$ cat src/rtl/ped_if_pkg.sv
// ped_if_pkg: shared FSM state type and default parameters for the pedestrian button block.
package ped_if_pkg;
  typedef enum logic [1:0] {IDLE, ARMED, WALK, COOLDOWN} state_e;
  localparam int DEBOUNCE_CYCLES_DEF = 4;
  localparam int COOLDOWN_CYCLES_DEF = 16;
  localparam int TIMEOUT_CYCLES_DEF  = 64;
  localparam int WAIT_W_DEF          = 8;
endpackage

$ cat src/rtl/ped_button_interface_if.sv
// ped_button_interface_if: button, controller handshake and status signals of the pedestrian block.
interface ped_button_interface_if #(parameter int WAIT_W = ped_if_pkg::WAIT_W_DEF);
  logic              button_raw;
  logic              emergency;
  logic              pedestrian_walk;
  logic              pedestrian_request;
  logic              wait_lamp;
  logic [WAIT_W-1:0] wait_cycles;
  logic              wait_timeout;
  logic              serviced;
  modport master(output button_raw, emergency, pedestrian_walk,
                 input pedestrian_request, wait_lamp, wait_cycles, wait_timeout, serviced);
  modport slave(input button_raw, emergency, pedestrian_walk,
                output pedestrian_request, wait_lamp, wait_cycles, wait_timeout, serviced);
endinterface

$ cat src/rtl/ped_debounce.sv
// ped_debounce: two-flop synchronizer, stable-high debounce counter and press-edge pulse.
module ped_debounce #(
  parameter int DEBOUNCE_CYCLES = ped_if_pkg::DEBOUNCE_CYCLES_DEF
) (
  input  logic clk,
  input  logic rst,
  input  logic button_raw,
  output logic level,
  output logic press
);
  localparam int CW = $clog2(DEBOUNCE_CYCLES + 1);
  logic [1:0]    sync;
  logic [CW-1:0] cnt;
  logic          level_q;
  always_ff @(posedge clk) begin
    if (rst) begin
      sync    <= '0;
      cnt     <= '0;
      level   <= 1'b0;
      level_q <= 1'b0;
    end else begin
      sync    <= {sync[0], button_raw};
      cnt     <= !sync[1] ? '0 : (cnt == CW'(DEBOUNCE_CYCLES)) ? cnt : cnt + 1'b1;
      level   <= sync[1] && cnt == CW'(DEBOUNCE_CYCLES);
      level_q <= level;
    end
  end
  assign press = level && !level_q;
endmodule

$ cat src/rtl/ped_button_interface.sv
// ped_button_interface: debounced pedestrian request FSM with wait tracking and post-walk cooldown.
module ped_button_interface
  import ped_if_pkg::*;
#(
  parameter int DEBOUNCE_CYCLES = DEBOUNCE_CYCLES_DEF,
  parameter int COOLDOWN_CYCLES = COOLDOWN_CYCLES_DEF,
  parameter int TIMEOUT_CYCLES  = TIMEOUT_CYCLES_DEF,
  parameter int WAIT_W          = WAIT_W_DEF
) (
  input logic clk,
  input logic rst,
  ped_button_interface_if.slave bus
);
  localparam int CDW = $clog2(COOLDOWN_CYCLES + 1);
  state_e            state, state_n;
  logic              level, press, press_ev, go, clr, timeout_q;
  logic [CDW-1:0]    cd;
  logic [WAIT_W-1:0] wait_q, wait_inc;
  ped_debounce #(.DEBOUNCE_CYCLES(DEBOUNCE_CYCLES)) u_db (
    .clk(clk), .rst(rst), .button_raw(bus.button_raw), .level(level), .press(press)
  );
  assign press_ev = press && level;
  assign wait_inc = &wait_q ? wait_q : wait_q + 1'b1;
  always_ff @(posedge clk) state <= rst ? IDLE : state_n;
  always_comb begin
    go      = state == ARMED && bus.pedestrian_walk && !bus.emergency;
    state_n = state == IDLE  ? (press_ev ? ARMED : IDLE) :
              state == ARMED ? (go ? WALK : ARMED) :
              state == WALK  ? (bus.pedestrian_walk ? WALK : COOLDOWN) :
                               (cd == '0 ? IDLE : COOLDOWN);
    clr     = state == IDLE || state_n == IDLE;
  end
  // wait stats hold through WALK/COOLDOWN and are cleared whenever IDLE is occupied or entered
  always_ff @(posedge clk) begin
    if (rst) begin
      cd        <= '0;
      wait_q    <= '0;
      timeout_q <= 1'b0;
    end else begin
      cd        <= (state == WALK && !bus.pedestrian_walk) ? CDW'(COOLDOWN_CYCLES - 1) :
                   (state == COOLDOWN && cd != '0) ? cd - 1'b1 : cd;
      wait_q    <= clr ? '0 : state == ARMED ? wait_inc : wait_q;
      timeout_q <= clr ? 1'b0 : (state == ARMED && int'(wait_inc) == TIMEOUT_CYCLES) || timeout_q;
    end
  end
  assign bus.pedestrian_request = state == ARMED && !bus.emergency;
  assign bus.wait_lamp          = state == ARMED;
  assign bus.serviced           = go;
  assign bus.wait_cycles        = wait_q;
  assign bus.wait_timeout       = timeout_q;
endmodule

$ cat src/flat_wrapper.sv
// flat-port wrapper written by rule: the top's interface ports become plain ports
module ped_button_interface_flat import ped_if_pkg::*;
#(
  parameter int DEBOUNCE_CYCLES = DEBOUNCE_CYCLES_DEF,
  parameter int COOLDOWN_CYCLES = COOLDOWN_CYCLES_DEF,
  parameter int TIMEOUT_CYCLES  = TIMEOUT_CYCLES_DEF,
  parameter int WAIT_W          = WAIT_W_DEF
)
  (clk, rst, bus_button_raw, bus_emergency, bus_pedestrian_walk, bus_pedestrian_request, bus_wait_lamp, bus_wait_cycles, bus_wait_timeout, bus_serviced);
  ped_button_interface_if #(.WAIT_W(WAIT_W)) bus_i ();
  input logic clk;
  input logic rst;
  input wire logic [$bits(bus_i.button_raw)-1:0] bus_button_raw;
  input wire logic [$bits(bus_i.emergency)-1:0] bus_emergency;
  input wire logic [$bits(bus_i.pedestrian_walk)-1:0] bus_pedestrian_walk;
  output wire logic [$bits(bus_i.pedestrian_request)-1:0] bus_pedestrian_request;
  output wire logic [$bits(bus_i.wait_lamp)-1:0] bus_wait_lamp;
  output wire logic [$bits(bus_i.wait_cycles)-1:0] bus_wait_cycles;
  output wire logic [$bits(bus_i.wait_timeout)-1:0] bus_wait_timeout;
  output wire logic [$bits(bus_i.serviced)-1:0] bus_serviced;
  assign bus_i.button_raw = bus_button_raw;
  assign bus_i.emergency = bus_emergency;
  assign bus_i.pedestrian_walk = bus_pedestrian_walk;
  assign bus_pedestrian_request = bus_i.pedestrian_request;
  assign bus_wait_lamp = bus_i.wait_lamp;
  assign bus_wait_cycles = bus_i.wait_cycles;
  assign bus_wait_timeout = bus_i.wait_timeout;
  assign bus_serviced = bus_i.serviced;
  ped_button_interface #(.DEBOUNCE_CYCLES(DEBOUNCE_CYCLES), .COOLDOWN_CYCLES(COOLDOWN_CYCLES), .TIMEOUT_CYCLES(TIMEOUT_CYCLES), .WAIT_W(WAIT_W)) u_core (.clk(clk), .rst(rst), .bus(bus_i));
endmodule
$ cat config.mk
export PLATFORM = sky130hd
export DESIGN_NAME = ped_button_interface_flat
export DESIGN_NICKNAME = d
export VERILOG_FILES = /design/src/rtl/ped_if_pkg.sv /design/src/rtl/ped_button_interface_if.sv /design/src/rtl/ped_debounce.sv /design/src/rtl/ped_button_interface.sv /design/src/flat_wrapper.sv
export SDC_FILE = /design/constraint.sdc
export NUM_CORES = 1
export LEC_CHECK = 0
export CORE_UTILIZATION = 55
export DETAILED_ROUTE_END_ITERATION = 16
export DONT_BUFFER_PORTS = 1
export HOLD_SLACK_MARGIN = 0.06
export PLACE_DENSITY_LB_ADDON = 0.12
export SYNTH_ARGS = -nofsm -noshare
export SYNTH_HDL_FRONTEND = slang
export SYNTH_SLANG_ARGS = --single-unit
export TNS_END_PERCENT = 20
$ cat constraint.sdc
create_clock -name clk -period 2.1 [get_ports clk]
set_clock_uncertainty 0.2 [all_clocks]
set_input_delay 0.42 -clock clk [delete_from_list [all_inputs] [get_ports clk]]
set_output_delay 0.42 -clock clk [all_outputs]
set_load 0.01 [all_outputs]
After elaboration in Yosys (flattened, before gate mapping)
Index checks and enable logic that the tools add are counted. Widths: inputs -> output; s select.

Register bits after elaboration: 23. Input port bits: 5. Output and inout bits: 12. Word-level logic and storage cells: 51.

Add/subtract/negate cells: 3. Equality and inequality tests: 5. Mux-type cells: 10. Bitwise logic cells: 1. Reductions and logical operators: 23.

Operators with widths (number): $mux 2 (5); $logic_and 1x1->1 (9); $add 8x1->8 const B (1); $eq 8x8->1 const B (1); $mux 4 (2); $mux 8 (1); $reduce_and 8->1 (1); $reduce_or 2->1 (3); $logic_not 5->1 (1); $reduce_bool 5->1 (1); $sub 5x1->5 const B (1); $eq 2x2->1 const B (2); $logic_not 2->1 (2); $add 3x1->3 const B (1); $eq 3x3->1 const B (1); $logic_not 1->1 (3); $eq 2x1->1 const B (1); $logic_or 1x1->1 (2); $mux 1 (2); $reduce_bool 2->1 (1); $not 1->1 (1).

Depth between registers and ports, before layout
Word-level depth: 9. Mapped depth: 6. Gate-level depth less buffers: 6.

Modules after synthesis
Synthesis repeated with hierarchy kept, for this count alone.

Cells, all modules: 136. Area total of the unflattened synthesis: 1179.9 um^2.

Modules (own cells, without submodules): ped_button_interface (instances 1, cells each 109, area an instance 908.4 um^2, sequential area each 320.3 um^2); ped_debounce (instances 1, cells each 27, area an instance 271.5 um^2, sequential area each 140.1 um^2).

Worst setup path before layout
Ideal clock, no wire load.

Path kind: reg2reg. Start point: register u_core.cd[0]. End point: register u_core.cd[1]. Setup time: 0.071 ns. Arrival time: 1.530 ns. Data required time: 1.829 ns. Path slack: 0.299 ns. Cell stages (with the launch flop): 7. Path buffers: 0. Period minus slack after synthesis: 1.801 ns. Path through: dfxtp_1 -> inv_1 -> ha_1 -> or4b_4 -> nand2_2 -> mux2_2 -> a21oi_1.

Longest elaborated chain between the ends: 3. Elaborated cells on any way between the ends: 6. Classes of those cells: add/sub (1); mux (2); reduce/logical (3).

Ends and longest elaborated chain: start, declared (line ped_button_interface.sv:17) `logic [CDW-1:0] cd;`; start signal, assigned (line ped_button_interface.sv:40) `cd <= (state == WALK && !bus.pedestrian_walk) ? CDW'(COOLDOWN_CYCLES - 1) :`; $sub 5x1->5 or $reduce_bool 5->1 (tied branches) (line ped_button_interface.sv:41) `(state == COOLDOWN && cd != '0) ? cd - 1'b1 : cd;`; $mux 4 or $logic_and 1x1->1 (tied branches) (line ped_button_interface.sv:41); $mux 4 or $reduce_bool 2->1 (tied branches).

Several ways; a longest one is shown, not always the timed one. The select of a mux whose other input is x is not followed. A chain may end at the register's enable or synchronous reset.

Final worst setup path
Start point: register u_core.state[1]. End point: output bus_serviced.

Longest elaborated chain between the ends: 3.

Ends and longest elaborated chain: start, declared (line ped_button_interface.sv:15) `state_e state, state_n;`; start signal, assigned (line ped_button_interface.sv:24) `always_ff @(posedge clk) state <= rst ? IDLE : state_n;`; $eq 2x1->1 (line ped_button_interface.sv:26) `go = state == ARMED && bus.pedestrian_walk && !bus.emergency;`; $logic_and 1x1->1 (2 in a row) (line ped_button_interface.sv:26); end, declared (line flat_wrapper.sv:20) `output wire logic [$bits(bus_i.serviced)-1:0] bus_serviced;`.

Every way passes these cells.

==> impl_metrics.sql <==
INSERT INTO impl_metrics (metric_group, metric, value, unit) VALUES
('route', 'avgRoutedWirePerCell', '13.6', 'um'),
('critical_path', 'setup.worst_path.end_class', 'output pin', ''),
('clock_tree', 'clk_latency', '320', 'ps'),
('placed_design', 'postPlaceCellArea', '1270', 'um2'),
('synth', 'synthesis.yosys.warnings', '0', ''),
('clock_tree', 'clk_pin_slew', '130', 'ps'),
('synth', 'count_of_distinct_cell_types_in_the_synthesized_netlist', '46', ''),
('synth', 'synthCells', '137', ''),
('global_route', 'grt_overall_usage', '21.5', '%'),
('timing', 'final_max_slew_viol_count', '0', ''),
('timing', 'rsz0062_at_grt', 'no', ''),
('clock_tree', 'cts_root_buf', 'sky130_fd_sc_hd__clkbuf_4', ''),
('route', 'detailroute.via_count', '971', ''),
('synth', 'yosysMostFrequentCell', 'sky130_fd_sc_hd__dfxtp_1', ''),
('route', 'first_pass_iters', '4', ''),
('route', 'remaining_drc_errors', '0', ''),
('global_route', 'met2_track_demand_over_resource_in_global_routing', '34.5', '%'),
('route', 'routed_wirelength', '2310', 'um'),
('synth', 'yosys-top-cells-area', 'sky130_fd_sc_hd__dfxtp_1 37%, sky130_fd_sc_hd__nor2_1 5.7%, sky130_fd_sc_hd__ha_1 5.0%, sky130_fd_sc_hd__xor2_1 3.5%, sky130_fd_sc_hd__nor3_1 2.8%', ''),
('floorplanning', 'design.die.area', '2460', 'um2'),
('synth', 'postSynthNetCount', '147', ''),
('floorplanning', 'std_cell_rows', '16', ''),
('power', 'vdd_drop_max', '0.000391', 'V'),
('critical_path', 'timing.setup.critical_path_class', 'reg -> out', ''),
('floorplanning', 'num_io_pins', '17', ''),
('critical_path', 'cpMaxStageDelayCell', 'sky130_fd_sc_hd__dfxtp_1', ''),
('floorplanning', 'chipWidth', '49.6', 'um'),
('placed_design', 'numPortBuffers', '0', ''),
('timing', 'final.period_utilization', '92.2', '%'),
('global_route', 'grt-busiest-layer', 'met2', ''),
('final_layout', 'layout-drive-gt1-share', '17.6', '%'),
('placed_design', 'place_hpwl', '1670', 'um'),
('synth', 'flop_and_latch_count_out_of_synthesis', '23', ''),
('timing', 'final.hold.worst_slack', '121', 'ps'),
('timing', 'setup_violations', '0', ''),
('floorplanning', 'core_area', '2040', 'um2'),
('synth', 'synthesis.area', '1250', 'um2'),
('power', 'leakage', '0.427', 'nW'),
('clock_tree', 'cts_buffers', '3', ''),
('synth', 'synth-edff-count', '0', ''),
('timing', 'timing.final.hold_violations', '0', ''),
('synth', 'synth.cells.most_frequent', '23 x sky130_fd_sc_hd__dfxtp_1, 19 x sky130_fd_sc_hd__nor2_1, 9 x sky130_fd_sc_hd__nand2_1, 7 x sky130_fd_sc_hd__nor3_1, 6 x sky130_fd_sc_hd__a21oi_1', ''),
('synth', 'ys_seq_area_share', '36.9', '%'),
('global_route', 'global_route.usage.met3', '4.01', '%'),
('timing', 'max_slew_margin', '61.2', '%'),
('global_route', 'grt_start_max_net_pins', '15', ''),
('route', 'drt-initial-drc-count', '12', ''),
('power', 'power.density', '498', 'nW/um2'),
('route', 'detail_route.vias_per_cell', '5.75', ''),
('hold_path', 'timing.hold.worst.class', 'in -> reg', ''),
('power', 'power.total', '0.000662', 'W'),
('synth', 'synth_top_flop_cell', 'sky130_fd_sc_hd__dfxtp_1', ''),
('synth', 'ys_async_sr_fraction', '0', '%'),
('synth', 'synth_top_cell_area_share', '36.9', '%'),
('placed_design', 'place_congestion', '0.858', ''),
('global_route', 'met1_track_demand_over_resource', '28.3', '%'),
('status', 'run_status', 'finished clean', ''),
('clock_tree', 'cts_sinks', '23', ''),
('job', 'max_capacitance_violation_count', '0', ''),
('critical_path', 'crit_path_max_fanout', '7', ''),
('route', 'number_of_antenna_violating_nets_in_the_routed_design', '0', ''),
('final_layout', 'number_of_fillers_in_the_final_layout', '189', ''),
('clock_tree', 'cts.path.max_buffers', '2', ''),
('global_route', 'antenna_violations_before_repair', '0', ''),
('critical_path', 'cp.required', '1480', 'ps'),
('timing', 'timing_worst_slew_pin_value', '574', 'ps'),
('global_route', 'gr-total-overflow', '0', ''),
('timing', 'tns', '0', 'ps'),
('clock_tree', 'cts_h_tree_lvls', '1', ''),
('critical_path', 'max_stage_delay', '380', 'ps'),
('synth', 'yosysTopAreaCell', 'sky130_fd_sc_hd__dfxtp_1', '');
## critical path, delay by kind of cell (launching register included)
family | cells | cell delay (ps)
flip-flops | 1 | 380
AND/OR/NAND/NOR | 2 | 610
## layer usage
metal | part of all wire [%] | routed length, um
met1 | 46 | 1050
met2 | 49 | 1130
met3 | 4.9 | 113
met4 | 0.61 | 14
met5 | 0 | 0
## final cells by class
| type | instances | area (um2) | area share [%] |
|---|---|---|---|
| multi-input cells | 104 | 724 | 54.5 |
| flip-flops and latches | 23 | 460 | 34.6 |
| repair buffers | 6 | 50.0 | 3.76 |
| well taps | 27 | 33.8 | 2.54 |
| inverters | 5 | 31.3 | 2.35 |
| clock buffers | 3 | 22.5 | 1.69 |
| clock inverters | 1 | 7.51 | 0.564 |
## sequential cells by signal, summed over array words and instances, names as in the netlist
name / count
u_core.u_db.level: 1
u_core.bus.wait_cycles: 8
u_core.u_db.level_q: 1
u_core.u_db.cnt: 3
u_core.u_db.sync: 2
u_core.state: 2
u_core.bus.wait_timeout: 1
u_core.cd: 5
## repair_timing
| item | 4_1_cts | 5_1_grt |
|---|---|---|
| hold endpoints to repair | 10 | 0 |
| hold buffers | 2 | 0 |
| resized for setup | 1 | 2 |
| endpoints found under the setup margin | 1 | 1 |
| buffers inserted | 0 | 0 |
| pin swaps | 0 | 0 |
## per-stage QoR
step / utilization (%) / worst slack [ps] / std cells
floorplan: - / 299 / 137
global placement: 62.0 / 279 / 163
detailed placement: 62.0 / 211 / 163
CTS: 64.7 / 41.5 / 169
global route: 65.1 / 45.5 / 169
finish: 65.1 / 164 / 169
## cell usage in the layout (no fill, tap or decap), types with 2 or more instances in the layout
master                          instances
sky130_fd_sc_hd__xor2_1                 5
sky130_fd_sc_hd__nand2_2                2
sky130_fd_sc_hd__o211ai_1               2
sky130_fd_sc_hd__and3_1                 2
sky130_fd_sc_hd__ha_1                   5
sky130_fd_sc_hd__nand4_1                3
sky130_fd_sc_hd__a31oi_1                2
sky130_fd_sc_hd__nand3_1                5
sky130_fd_sc_hd__o21ai_0                2
sky130_fd_sc_hd__nand2_1                9
sky130_fd_sc_hd__or3b_2                 2
sky130_fd_sc_hd__buf_4                  4
sky130_fd_sc_hd__nor2_1                19
sky130_fd_sc_hd__mux2i_1                2
sky130_fd_sc_hd__nor2b_1                4
sky130_fd_sc_hd__inv_1                  4
sky130_fd_sc_hd__nor3_1                 7
sky130_fd_sc_hd__dfxtp_1               23
sky130_fd_sc_hd__clkbuf_4               3
sky130_fd_sc_hd__nand2b_1               2
sky130_fd_sc_hd__xnor2_1                2
sky130_fd_sc_hd__dlygate4sd3_1          2
sky130_fd_sc_hd__nor3b_1                2
sky130_fd_sc_hd__a21oi_1                6
## worst paths after layout
kind                         endpoint                 from  slack [ps]  cells past startpoint
setup reg to reg         u_core.cd[1]         u_core.cd[0]         190                      6
hold reg to reg   u_core.u_db.sync[1]  u_core.u_db.sync[0]         270                      1
setup / recovery         bus_serviced      u_core.state[1]         160                      2
hold / removal        u_core.state[1]        bus_emergency         120                      3
## where the power goes
part / switching [W] / leakage [nW] / internal, W
Sequential: 0.000000888 / 0.186 / 0.000439
Clock: 0.000138 / 0.0139 / 0.0000728
Combinational: 0.00000527 / 0.227 / 0.00000654
## cells by family (layout without fill, tap and decap cells)
logic type	Yosys count	count (layout)	share of synthesized area (%)
fa+ha+maj	5	5	5.02
buf+inv	10	15	6.02
flops	23	23	36.9
mux	4	4	4.62
simple gates	68	68	30.8
compound gates	20	20	11.6
xor+xnor	7	7	4.92
No activity file was read; power rests on OpenSTA's default activity.
